$ cat config.mk
export PLATFORM = sky130hd
export DESIGN_NAME = ram_dma_arbiter
export DESIGN_NICKNAME = d
export VERILOG_FILES = /design/src/rtl/ram_dma_arbiter_pkg.sv /design/src/rtl/ram_dma_arbiter_sat_counter.sv /design/src/rtl/ram_dma_arbiter.sv
export SDC_FILE = /design/constraint.sdc
export NUM_CORES = 1
export LEC_CHECK = 0
export ABC_AREA = 1
export CORE_MARGIN = 5
export CORE_UTILIZATION = 35
export DETAILED_ROUTE_END_ITERATION = 16
export PLACE_DENSITY = 0.89
export SLEW_MARGIN = 20
export SYNTH_ARGS = -nofsm -noshare
export SYNTH_HDL_FRONTEND = slang
export SYNTH_SLANG_ARGS = --single-unit
$ cat constraint.sdc
create_clock -name clk -period 1.1 [get_ports clk]
set_input_delay 0.275 -clock clk [delete_from_list [all_inputs] [get_ports clk]]
set_output_delay 0.275 -clock clk [all_outputs]
set_load 0.05 [all_outputs]
$ cat src/rtl/ram_dma_arbiter_pkg.sv
// Shared definitions for the CPU/DMA system-RAM arbiter.
package arb_pkg;
    typedef enum logic [1:0] {
        ST_CPU     = 2'd0,
        ST_DMA     = 2'd1,
        ST_RECOVER = 2'd2
    } arb_state_e;

    localparam logic [3:0] RAM_PAGE      = 4'h0;
    localparam int         DEF_MAX_WAIT  = 8;
    localparam int         DEF_BURST_LEN = 4;
endpackage

$ cat src/rtl/ram_dma_arbiter_sat_counter.sv
// Clearable, enabled up-counter that stops at TERM and flags it.
module arb_sat_counter #(
    parameter int             W    = 8,
    parameter logic [W-1:0]   TERM = '1
) (
    input  logic clk,
    input  logic reset,
    input  logic clr_i,
    input  logic en_i,
    output logic tc_o
);
    logic [W-1:0] cnt_q, cnt_d;

    assign tc_o = (cnt_q == TERM);

    always_comb begin
        cnt_d = cnt_q;
        if (clr_i)
            cnt_d = '0;
        else if (en_i && !tc_o)
            cnt_d = cnt_q + 1'b1;
    end

    always_ff @(posedge clk or posedge reset) begin
        if (reset) cnt_q <= '0;
        else       cnt_q <= cnt_d;
    end
endmodule

$ cat src/rtl/ram_dma_arbiter.sv
// Shares the single-port system RAM between the CPU (default owner) and one
// DMA requester: free stealing on non-RAM CPU cycles, forced bursts on starvation.
module ram_dma_arbiter
    import arb_pkg::*;
#(
    parameter int AW        = 12,
    parameter int MAX_WAIT  = DEF_MAX_WAIT,
    parameter int BURST_LEN = DEF_BURST_LEN
) (
    input  logic          clk,
    input  logic          reset,
    input  logic [15:0]   cpu_ab,
    input  logic          cpu_we_n,
    input  logic [7:0]    cpu_do,
    output logic          cpu_rdy,
    output logic [7:0]    cpu_ram_do,
    input  logic          dma_req,
    input  logic          dma_we,
    input  logic [AW-1:0] dma_addr,
    input  logic [7:0]    dma_wdata,
    output logic          dma_gnt,
    output logic          dma_rvalid,
    output logic [7:0]    dma_rdata,
    output logic [AW-1:0] ram_addr,
    output logic          ram_we,
    output logic [7:0]    ram_wdata,
    input  logic [7:0]    ram_rdata
);
    arb_state_e state_q, state_d;
    logic       cpu_sel, cpu_cyc;
    logic       wait_en, wait_clr, wait_tc;
    logic       burst_en, burst_clr, burst_tc;
    logic       dma_rd_q, dma_rd_d;
    logic       cpu_rd_q, cpu_rd_d;
    logic [7:0] held_q, held_d;

    assign cpu_sel = (cpu_ab[15:12] == RAM_PAGE);

    arb_sat_counter #(.W(8), .TERM(8'(MAX_WAIT - 1))) u_wait_cnt (
        .clk   (clk),
        .reset (reset),
        .clr_i (wait_clr),
        .en_i  (wait_en),
        .tc_o  (wait_tc)
    );

    arb_sat_counter #(.W(8), .TERM(8'(BURST_LEN - 1))) u_burst_cnt (
        .clk   (clk),
        .reset (reset),
        .clr_i (burst_clr),
        .en_i  (burst_en),
        .tc_o  (burst_tc)
    );

    always_comb begin
        state_d   = state_q;
        cpu_rdy   = 1'b1;
        dma_gnt   = 1'b0;
        cpu_cyc   = 1'b0;
        ram_addr  = cpu_ab[AW-1:0];
        ram_we    = 1'b0;
        ram_wdata = cpu_do;
        wait_en   = 1'b0;
        wait_clr  = 1'b1;
        burst_en  = 1'b0;
        burst_clr = 1'b1;
        case (state_q)
            ST_CPU: begin
                if (cpu_sel) begin
                    cpu_cyc = 1'b1;
                    ram_we  = ~cpu_we_n;
                end else if (dma_req) begin
                    dma_gnt = 1'b1;
                end
                // A starved request counts up; at terminal count it forces a burst.
                if (dma_req && !dma_gnt) begin
                    if (wait_tc) begin
                        state_d = ST_DMA;
                    end else begin
                        wait_en  = 1'b1;
                        wait_clr = 1'b0;
                    end
                end
            end
            ST_DMA: begin
                cpu_rdy   = 1'b0;
                dma_gnt   = dma_req;
                burst_en  = dma_req;
                burst_clr = 1'b0;
                if (!dma_req || burst_tc) begin
                    state_d   = ST_RECOVER;
                    burst_clr = 1'b1;
                end
            end
            ST_RECOVER: begin
                if (cpu_sel) begin
                    cpu_cyc = 1'b1;
                    ram_we  = ~cpu_we_n;
                end
                state_d = ST_CPU;
            end
            default: state_d = ST_CPU;
        endcase
        if (dma_gnt) begin
            ram_addr  = dma_addr;
            ram_we    = dma_we;
            ram_wdata = dma_wdata;
        end
    end

    // Read data comes back one cycle after the access; the held copy keeps the
    // CPU data bus stable while RDY is low.
    always_comb begin
        dma_rd_d = dma_gnt & ~dma_we;
        cpu_rd_d = cpu_cyc;
        held_d   = cpu_rd_q ? ram_rdata : held_q;
    end

    always_ff @(posedge clk or posedge reset) begin
        if (reset) begin
            state_q  <= ST_CPU;
            dma_rd_q <= 1'b0;
            cpu_rd_q <= 1'b0;
            held_q   <= 8'h00;
        end else begin
            state_q  <= state_d;
            dma_rd_q <= dma_rd_d;
            cpu_rd_q <= cpu_rd_d;
            held_q   <= held_d;
        end
    end

    assign dma_rvalid = dma_rd_q;
    assign dma_rdata  = ram_rdata;
    assign cpu_ram_do = cpu_rd_q ? ram_rdata : held_q;
endmodule

---- After elaboration in Yosys (flattened, before gate mapping) ----
Index checks and enable logic that the tools add are counted.
word-level totals
  input bits .............................. 57
  memory bits (read-only) ................. 0
  bits in latches ......................... 0
  output and inout port bits .............. 40
  memories kept ........................... 0
  register bits after elaboration ......... 28
  bits in writable memories ............... 0
operators by class
  reductions and logical operators ........ 14
  divide/modulo/power cells ............... 0
  $lt $le $gt $ge ......................... 0
  bitwise gates (word level) .............. 3
  equal/unequal tests ..................... 7
  shift-type cells ........................ 0
  multipliers ............................. 0
  $add $sub $neg .......................... 2
  mux-type cells .......................... 30
operators with widths
  kind                                                             number
  8-bit two-way mux                                                6
  1-bit two-way mux                                                18
  8-bit by 1-bit adder with 8-bit output, second input constant    2
  12-bit two-way mux                                               1
  8-bit by 2-bit == test with 1-bit output, second input constant  1
  8-bit by 3-bit == test with 1-bit output, second input constant  1
  2-bit two-way mux                                                3
  1-bit zero test                                                  4
  4-bit zero test                                                  1
  2-bit != test, second input constant                             2
  2-bit case mux with 2 select lines                               1
  2-bit nonzero test                                               2
  1-bit logical AND                                                3
  3-bit AND reduction                                              1
  2-bit by 1-bit == test with 1-bit output, second input constant  1
  2-bit == test, second input constant                             1
  2-bit zero test                                                  1
  2-bit by 1-bit != test with 1-bit output, second input constant  1
  1-bit inverter                                                   2
  1-bit case mux with 2 select lines                               1
  2-bit OR reduction                                               1
  1-bit AND                                                        1
  1-bit logical OR                                                 1

---- Depth between registers and ports, before layout ----
Gate-level depths: netlist of the first run.
  word-level depth ........................ 10
  gate-level depth with buffers ........... 7

---- By module ----
A second synthesis of the first run with hierarchy kept.
second synthesis, totals
  cell total of the unflattened synthesis .. 255
  area total of the unflattened synthesis .. 1916.8 um^2
by module, submodules not included
  module                         sequential area each (um^2)  cells each  times used  area an instance (um^2)
  ram_dma_arbiter                300.3                        119         1           890.9
  arb_sat_counter (u_wait_cnt)   200.2                        68          1           520.5
  arb_sat_counter (u_burst_cnt)  200.2                        68          1           505.5

---- Worst setup path after synthesis of the first run ----
Ideal clock, no wire load.
  path kind ............................... flip-flop to output port
  from .................................... register state_q[1]
  to ...................................... output port ram_we
  buffers on the path ..................... 1
  arrival time ............................ 1.529 ns
  stages on the path, launching flop included .. 5
  setup slack ............................. -0.704 ns
  path through ............................ dfrtp_1 > nor2_2 > nand2_4 > buf_6 > o22ai_1
on the way
  cells in the longest elaborated chain, start to end .. 4
  elaborated cells on any way between the ends .. 7
RTL lines
  element                                           RTL line                text
  from (decl)                                       ram_dma_arbiter.sv:29   arb_state_e state_q, state_d;
  from (signal assigned)                            ram_dma_arbiter.sv:126  state_q <= state_d;
  2-bit == test or 2-bit zero test (tied branches)  ram_dma_arbiter.sv:67   case (state_q)
  2-bit OR reduction (no line)                      -
  1-bit two-way mux                                 -
  1-bit two-way mux *                               ram_dma_arbiter.sv:104  if (dma_gnt) begin
  to (decl)                                         ram_dma_arbiter.sv:25   output logic ram_we,
Every way passes the cells marked *; elsewhere a longest branch is shown, timed or not.

---- Worst setup path after layout of the first run ----
  from .................................... register state_q[0]
  to ...................................... output port ram_addr[7]
on the way
  cells in the longest elaborated chain, start to end .. 3
  elaborated cells on any way between the ends .. 4
RTL lines
  element                                                                      RTL line                text
  2-bit by 1-bit == test with 1-bit output or 2-bit zero test (tied branches)  ram_dma_arbiter.sv:67
  1-bit case mux with 2 select lines *                                         ram_dma_arbiter.sv:67
  12-bit two-way mux *                                                         ram_dma_arbiter.sv:104
  to (decl)                                                                    ram_dma_arbiter.sv:24   output logic [AW-1:0] ram_addr,
Marked as above.

==> results of run 1 <==
-- path summary, 6_finish.rpt --
kind | start | endpoint | slack, ns | cells past startpoint
min in group clk | ram_rdata[2] | held_q[2] | 0.44 | 2
setup reg to reg | state_q[0] | u_burst_cnt.cnt_q[7] | -0.52 | 11
hold reg to reg | held_q[2] | held_q[2] | 0.56 | 1
max in group asynchronous | reset | u_wait_cnt.cnt_q[1] | 0.60 | 3
setup / recovery | state_q[0] | ram_addr[7] | -0.71 | 8
hold / removal | reset | dma_rvalid | 0.35 | 3
-- cells by family after synthesis --
| kind of cell | after synthesis |
|---|---|
| flip-flops | 28 |
| multiplexers | 8 |
| AND/OR/NAND/NOR | 132 |
| adder cells (fa/ha/maj) | 2 |
| XOR/XNOR | 5 |
| AO/OA/AOI/OAI | 5 |
| buffers and inverters | 35 |
-- synth_stat cells (all sizes together) --
cell type | number | area share, %
xor2 | 2 | 1.0
nand4 | 4 | 2.4
nor3 | 1 | 0.29
nand2 | 78 | 18
nor2 | 37 | 12
xnor2 | 3 | 1.5
ha | 2 | 1.5
nand3 | 12 | 3.5
o22ai | 1 | 0.37
inv | 21 | 4.9
mux2 | 8 | 5.3
a31oi | 2 | 0.74
a21oi | 2 | 0.59
dfrtp | 28 | 41
buf | 14 | 6.9
-- worst max-delay path, cell delays in order, from the launching register on --
cell and delay, ns:
dfrtp_1 0.41, inv_2 0.10, nand4_4 0.09, nand2_4 0.16, inv_8 0.07, buf_12 0.16
nand2_8 0.08, nand2_8 0.05, buf_12 0.14
-- final cells by class --
cell class / count / area, um^2 / share of cell area [%]
Clock buffer: 3 / 41.3 / 0.962
Clock inverter: 1 / 30.0 / 0.700
Inverter: 21 / 93.8 / 2.19
Multi-Input combinational cell: 152 / 1470 / 34.3
Sequential cell: 28 / 702 / 16.4
Tap cell: 67 / 83.8 / 1.95
Timing Repair Buffer: 146 / 1870 / 43.5
-- layer usage --
metal	routed length [um]	vias up	global-route usage (%)
met5	0	-	0
met4	397	0	14.6
met3	443	30	4.40
met2	5570	102	59.2
met1	2780	1038	25.0
li1	-	925	-
-- flip-flops by register name (all words and copies together) (netlist names) --
register,cells
held_q,8
u_burst_cnt.cnt_q,8
u_wait_cnt.cnt_q,8
state_q,2
cpu_rd_q,1
dma_rvalid,1
-- power breakdown --
group | internal [uW] | switching [uW] | total [uW] | leakage [uW]
Clock | 488 | 331 | 819 | 0.0000357
Combinational | 1140 | 1140 | 2280 | 0.00147
Sequential | 1100 | 27.4 | 1120 | 0.000373
-- through the flow --
| step | TNS (ns) | hold slack, ns | total power [uW] | setup WS [ns] | instance area (um^2) |
|---|---|---|---|---|---|
| final | -26.50 | 0.351 | 4220 | -0.713 | 4290 |
| after global routing | -29.14 | 0.351 | 4350 | -0.769 | 4290 |
| after CTS | -22.51 | 0.337 | 4250 | -0.677 | 4140 |
| after detailed placement | -28.95 | 0.529 | 3250 | -0.846 | 3730 |
| after global placement | -26.65 | 0.506 | 3200 | -0.804 | 3730 |
| after floorplan | -5.30 | 0.340 | 2130 | -0.244 | 2080 |
-- timing repair --
action | in CTS | in global routing
endpoints found under the setup margin | 67 | 61
setup buffers | 14 | 13
resized for setup | 88 | 43
hold endpoints to repair | 0 | 0
pin swaps | 23 | 13
==> results.md, run 1 <==
* Status: complete, but fails checks
* Failing checks: setup timing
* Die W at 79.7 um
* Vias per cell at around 5.0
* Synth Area in Compound Gates at roughly 1.7%
* Clock sinks at 28
* GPL Wtd Cong at between 0.8 and 0.9
* Top-level port count at 97
* CTS Root Buffer Type: clkbuf_8
* Drt drc at 0
* First drt pass iteration count at 4
* DIE HEIGHT at roughly 80 um
* Pwr Density at slightly below 1000 nW/um^2
* Final Critical Period at approximately 1.8 ns
* Fillers at about 170
* Seq/Total Area, Yosys at between 40 and 50%
* Final HPWL DP at ~5700 um
* Slew Limit Fails at 0
* Clock Pin Slew Worst Setup and Hold Paths at ~0.10 ns
* Worst min path class: input port to asynchronous set/reset pin
* Num rows at 25
* Worst setup margin at -0.713 ns
* Finished Layout Cells at between 400 and 500
* Initial Util at ~36%
* Layout Skew at between 0.009 and 0.01 ns
* Largest net degree at the start of global routing at 21
* Setup violators final at 57
* Warnings from Yosys at 0
* Unrepaired setup endpoints after global routing: true
* Placed cell count at approximately 400
* Max-slew headroom at 76.9%
* Commonest non-fill, non-tap cells in the layout: 45 x buf_12, 43 x clkdlybuf4s50_1, 27 x dfrtp_1, 24 x nand2_4, 24 x buf_4
* Die Area at between 6000 and 7000 um^2
* WP data arrival at around 1.5 ns
* Crit Path Class: flip-flop to output pin
* Synth Cell Area at about 1700 um^2
* Largest family of logic cells by synthesized area: simple AND/OR/NAND/NOR gates
* # nets final at 411
* WL final at roughly 9200 um
* Flops & latches, synth at 28
* Startpoint Class: flip-flop
* CP Max Fanout at 6
* First-pass GRT wire length at about 13,000 um
* Initial DRC count at 168
* Net Count, Synth at between 200 and 300
* Fin util at 90.9%
* Number of diodes at 0
* Initial antenna violation count at 0
* Maximum VDD drop at roughly 1.1 mV
* Leakage power at around 0.0019 uW
* Xor-xnor portion of the synthesized cell area at approximately 2.6%
* Mux cell area share after synthesis at 5.30%
* H-Tree Depth at 1
* Synthesized area per cell at 7.90 um^2
* # Max-Cap Violations at 0
* Commonest non-fill, non-tap cell in the layout: buf_12
* Layout cells sized above 1 at ~60%
* Measured slew at the worst slew-check pin at 0.346 ns
* Tcrit/Tclk final at 165%
* Simple-gate portion of the synthesized area at between 30 and 40%
* TritonCTS clock tree: built
* Distinct cells, synth at 24
* Hold_buf cts at 0
* Adder-cell area share of the yosys netlist at between 1 and 1.5%
* Crit path required time at between 0.8 and 0.9 ns
* Vias in the first global route at 2,420
* Endpoints failing hold at 0
* Total CTS buffers at 3
* Via count at about 2,100
* Port Buf Inserts at 96
* Area growth syn-to-layout at 153%
* Clk buf depth at 2
* Synth Instances at ~220
* Routed WL per cell at between 20 and 25 um
* Crit end category: output pin
* Core ar. at approximately 4700 um^2
* GRT overflow at 0
* Max Fclk at 0.551 GHz
* Post-DRT Antenna Nets at 0
* Clk_lat worst skew at about 0.28 ns
* Total track usage at roughly 28%
Power figures use the tool's default switching activity.
==> run 2, diff against run 1 <==
- CORE_MARGIN: 5 -> not set
==> run 2 against run 1 <==
  * The run now fails in 5_1_grt
  * Synthesized cell count unchanged
  * Synthesized area unchanged
==> results.md, run 2 <==
* Top-level port count at 97
* Flops & latches, synth at 28
* EDFF count, synth at 0
* Worst EP Category: output port
* DIE HEIGHT at approximately 72 um
* Failed at: 5_1_grt
* Yosys top cell area share at approximately two fifths
* Synth area leaders: dfrtp_1 41%, nand2_1 16%, mux2_2 5.3%, nor2_1 5.3%, buf_4 4.0%
* Largest area contributor in the synthesized netlist: dfrtp_1
* Ys async rst share at 100%
* Warnings from Yosys at 0
* Synthesized area per cell at 7.90 um^2
* Synth Instances at between 200 and 250
* Clock sinks at 28
* CTS Root Buffer Type: clkbuf_8
* Net Count, Synth at 274
* Synth Flop Type: dfrtp_1
* GRT overflow at 75
* H-Tree Depth at 1
* Stop err: [ERROR GRT-0232] Routing congestion too high. Check the congestion heatmap in the GUI.
* Clk buf depth at 2
* Port Buf Inserts at 96
* Distinct cells, synth at 24
* Initial Util at around 38%
* Worst setup endpoint GRT: ram_wdata[0]
* Largest net degree at the start of global routing at 21
* Most numerous cell in the Yosys netlist: nand2_1
* Synth cell count leaders: 74 x nand2_1, 28 x dfrtp_1, 24 x nor2_1, 16 x inv_1, 12 x nand3_1
* Num rows at 24
* Synth Cell Area at approximately 1700 um^2
* Placed cell count at roughly 390
* Final HPWL DP at approximately 5500 um
* Worst slack, placed at -0.953 ns
* Seq/Total Area, Yosys at around two fifths
* Total track usage at around 70%
* Total CTS buffers at 3
* Die W at just over 70 um
* Status: aborted with a tool error
* GPL Wtd Cong at between 0.8 and 0.9
-- run 2: cell counts after synthesis --
Identical to the previous run, type by type.
-- run 2: stage by stage --
| step | area, um^2 | hold WS (ns) |
|---|---|---|
| CTS | 4150 | 0.354 |
| detailed placement | 3690 | 0.507 |
| global placement | 3690 | 0.500 |
| floorplan | 2080 | 0.340 |
-- run 2: what timing repair did --
action | 4_1_cts
resized for setup | 89
pin swaps | 16
endpoints found under the setup margin | 67
buffers inserted | 16
cloned | 1
hold buffers | 0
-- run 2: cells by family after synthesis --
kind of cell	Yosys count	share of synthesized area, %
AND/OR/NAND/NOR	132	35.9
multiplexers	8	5.30
buffers and inverters	35	11.9
flip-flops	28	41.2
adder cells (fa/ha/maj)	2	1.47
XOR/XNOR	5	2.58
AO/OA/AOI/OAI	5	1.69
-- run 2: routing by layer --
metal  GRT overflow  GRT usage [%]
met5              0           6.06
met4             32           82.6
met2             43           93.1
met1              0           70.7
met3              0           42.8
==> run 3, diff against run 2 <==
- CORE_UTILIZATION: 35 -> 38
- PLACE_DENSITY: 0.89 -> not set
- PLACE_DENSITY_LB_ADDON: not set -> 0.15
- clock period: 1.1 -> 1.4 ns (I/O delays scaled with it)
==> run 3 against run 2 <==
  * The flow now finishes, with violations (setup timing)
==> results.md, run 3 (synthesis results as in run 1) <==
* First-pass GRT wire length at around 9100 um
* Max-slew headroom at roughly four fifths
* Num rows at 23
* Internal at 1900 uW
* Switching share of power at 35.9%
* Crit Path Class: flip-flop to output pin
* Clock power frac at between 15 and 20%
* Crit path required time at between 1 and 1.5 ns
* # Max-Cap Violations at 0
* Unrepaired setup endpoints after global routing: true
* Final HPWL DP at slightly above 4000 um
* Largest registers: held_q: 8 flops, u_burst_cnt.cnt_q: 8 flops, u_wait_cnt.cnt_q: 8 flops
* Tot Pwr at around 3000 uW
* Worst min path class: input port to asynchronous set/reset pin
* # nets final at between 300 and 400
* Number of diodes at 0
* Gate power share at ~53%
* Clock sinks at 28
* DIE HEIGHT at 68.9 um
* Slew Limit Fails at 0
* Layout cells sized above 1 at 46.5%
* Crit end category: output pin
* Initial antenna violation count at 0
* Sw Pwr at 1060 uW
* Worst setup margin at -0.454 ns
* Total track usage at a little over a quarter
* Port Buf Inserts at 96
* Vias in the first global route at 1,917
* Setup violators final at 32
* Clk_lat worst skew at 0.27 ns
* Commonest non-fill, non-tap cells in the layout: 44 x clkdlybuf4s50_1, 44 x buf_12, 40 x nand2_4, 32 x nand2_1, 28 x dfrtp_1
* Final Critical Period at roughly 1.9 ns
* Tcrit/Tclk final at 132%
* Initial Util at between 40% and 50%
* Vias per cell at 5.09
* WL final at just under 7000 um
* Pwr Density at 802 nW/um^2
* Endpoints failing hold at 0
* CTS Root Buffer Type: clkbuf_8
* Layout Skew at 0.00390 ns
* Failing checks: setup timing
* GPL Wtd Cong at 0.834
* Reg area at roughly 700 um^2
* Sequential power share at around 30%
* Die W at just under 70 um
* TritonCTS clock tree: built
* Largest net degree at the start of global routing at 29
* H-Tree Depth at 1
* Routed WL per cell at 17.9 um
* Leakage power at about 0.0017 uW
* Worst hold slack at slightly below 0.4 ns
* Multi-input gate area at 1170 um^2
* CP Max Fanout at 8
* Maximum VDD drop at 0.634 mV
* Clock Pin Slew Worst Setup and Hold Paths at roughly 0.090 ns
* Die Area at between 4000 and 5000 um^2
* Reg2Reg Setup Slack at 0.03 ns
* Clk buf depth at 2
* First drt pass iteration count at 4
* Area growth syn-to-layout at 117%
* Total CTS buffers at 3
* Hold_buf cts at 0
* Via count at 1,918
* Drt drc at 0
* Status: complete, but fails checks
* Measured slew at the worst slew-check pin at 0.279 ns
* Max Fclk at 0.539 GHz
* Core ar. at between 4000 and 5000 um^2
* GRT overflow at 0
* WP data arrival at roughly 1.5 ns
* Top-level port count at 97
* Initial DRC count at 87
* Post-DRT Antenna Nets at 0
* Startpoint Class: flip-flop
* Fillers at between 150 and 200
[run 3: final timing paths]
check | startpoint | end | cells after the start
min in group clk | ram_rdata[7] | held_q[7] | 2
max reg2reg | state_q[0] | u_burst_cnt.cnt_q[7] | 7
min | reset | cpu_rd_q | 3
max | state_q[0] | ram_addr[2] | 7
min reg2reg | u_burst_cnt.cnt_q[0] | u_burst_cnt.cnt_q[0] | 1
max in group asynchronous | reset | u_burst_cnt.cnt_q[5] | 3
[run 3: through the flow]
stage / cells / worst slack (ns) / area [um^2] / utilization [%] / TNS [ns]
finish: 377 / -0.454 / 3690 / 89.1 / -11.28
global route: 377 / -0.515 / 3690 / 89.1 / -13.00
CTS: 376 / -0.420 / 3620 / 87.5 / -10.85
detailed placement: 365 / -0.634 / 3380 / 81.5 / -16.08
global placement: 365 / -0.592 / 3380 / 81.5 / -15.14
floorplan: 215 / -0.0565 / 1890 / - / -0.831
[run 3: cell type report]
cell class                      count  share of cell area, %
Timing Repair Buffer              122                   43.9
Multi-Input combinational cell    152                   31.6
Sequential cell                    28                   19.0
Inverter                           21                   2.34
Tap cell                           50                   1.69
Clock buffer                        4                   1.49
[run 3: per-layer routing]
layer / GRT usage [%] / share of wire, % / vias to the layer above
met5: 0 / 0 / -
met4: 12.2 / 3.9 / 0
met3: 5.43 / 4.2 / 30
met2: 50.5 / 58 / 77
met1: 28.6 / 34 / 930
li1: - / - / 881
[run 3: power groups by stage]
stage / sequential [uW] / combinational [uW] / clock [uW]
floorplan: 891 / 691 / 0
global placement: 888 / 1450 / 0
global route: 890 / 1620 / 537
finish: 885 / 1580 / 498
CTS: 881 / 1560 / 501
detailed placement: 894 / 1470 / 0
[run 3: critical path, cell delays in order, from the launching register on]
cell     delay, ns
dfrtp_1       0.40
inv_2         0.08
nand4_4       0.09
nand2_4       0.15
buf_6         0.16
nand2_1       0.12
nand2_4       0.09
buf_12        0.13
[run 3: what timing repair did]
| action | CTS | global route |
|---|---|---|
| pin swaps | 11 | 4 |
| endpoints found under the hold margin | 0 | 0 |
| setup buffers | 7 | 1 |
| resized for setup | 54 | 17 |
| cloned | 1 | 0 |
| setup endpoints to repair | 36 | 46 |
==> run 4, diff against run 3 <==
- CAP_MARGIN: not set -> 20
==> results of run 4 <==
No change in the layout: final DEF, timing and power equal those of run 3.
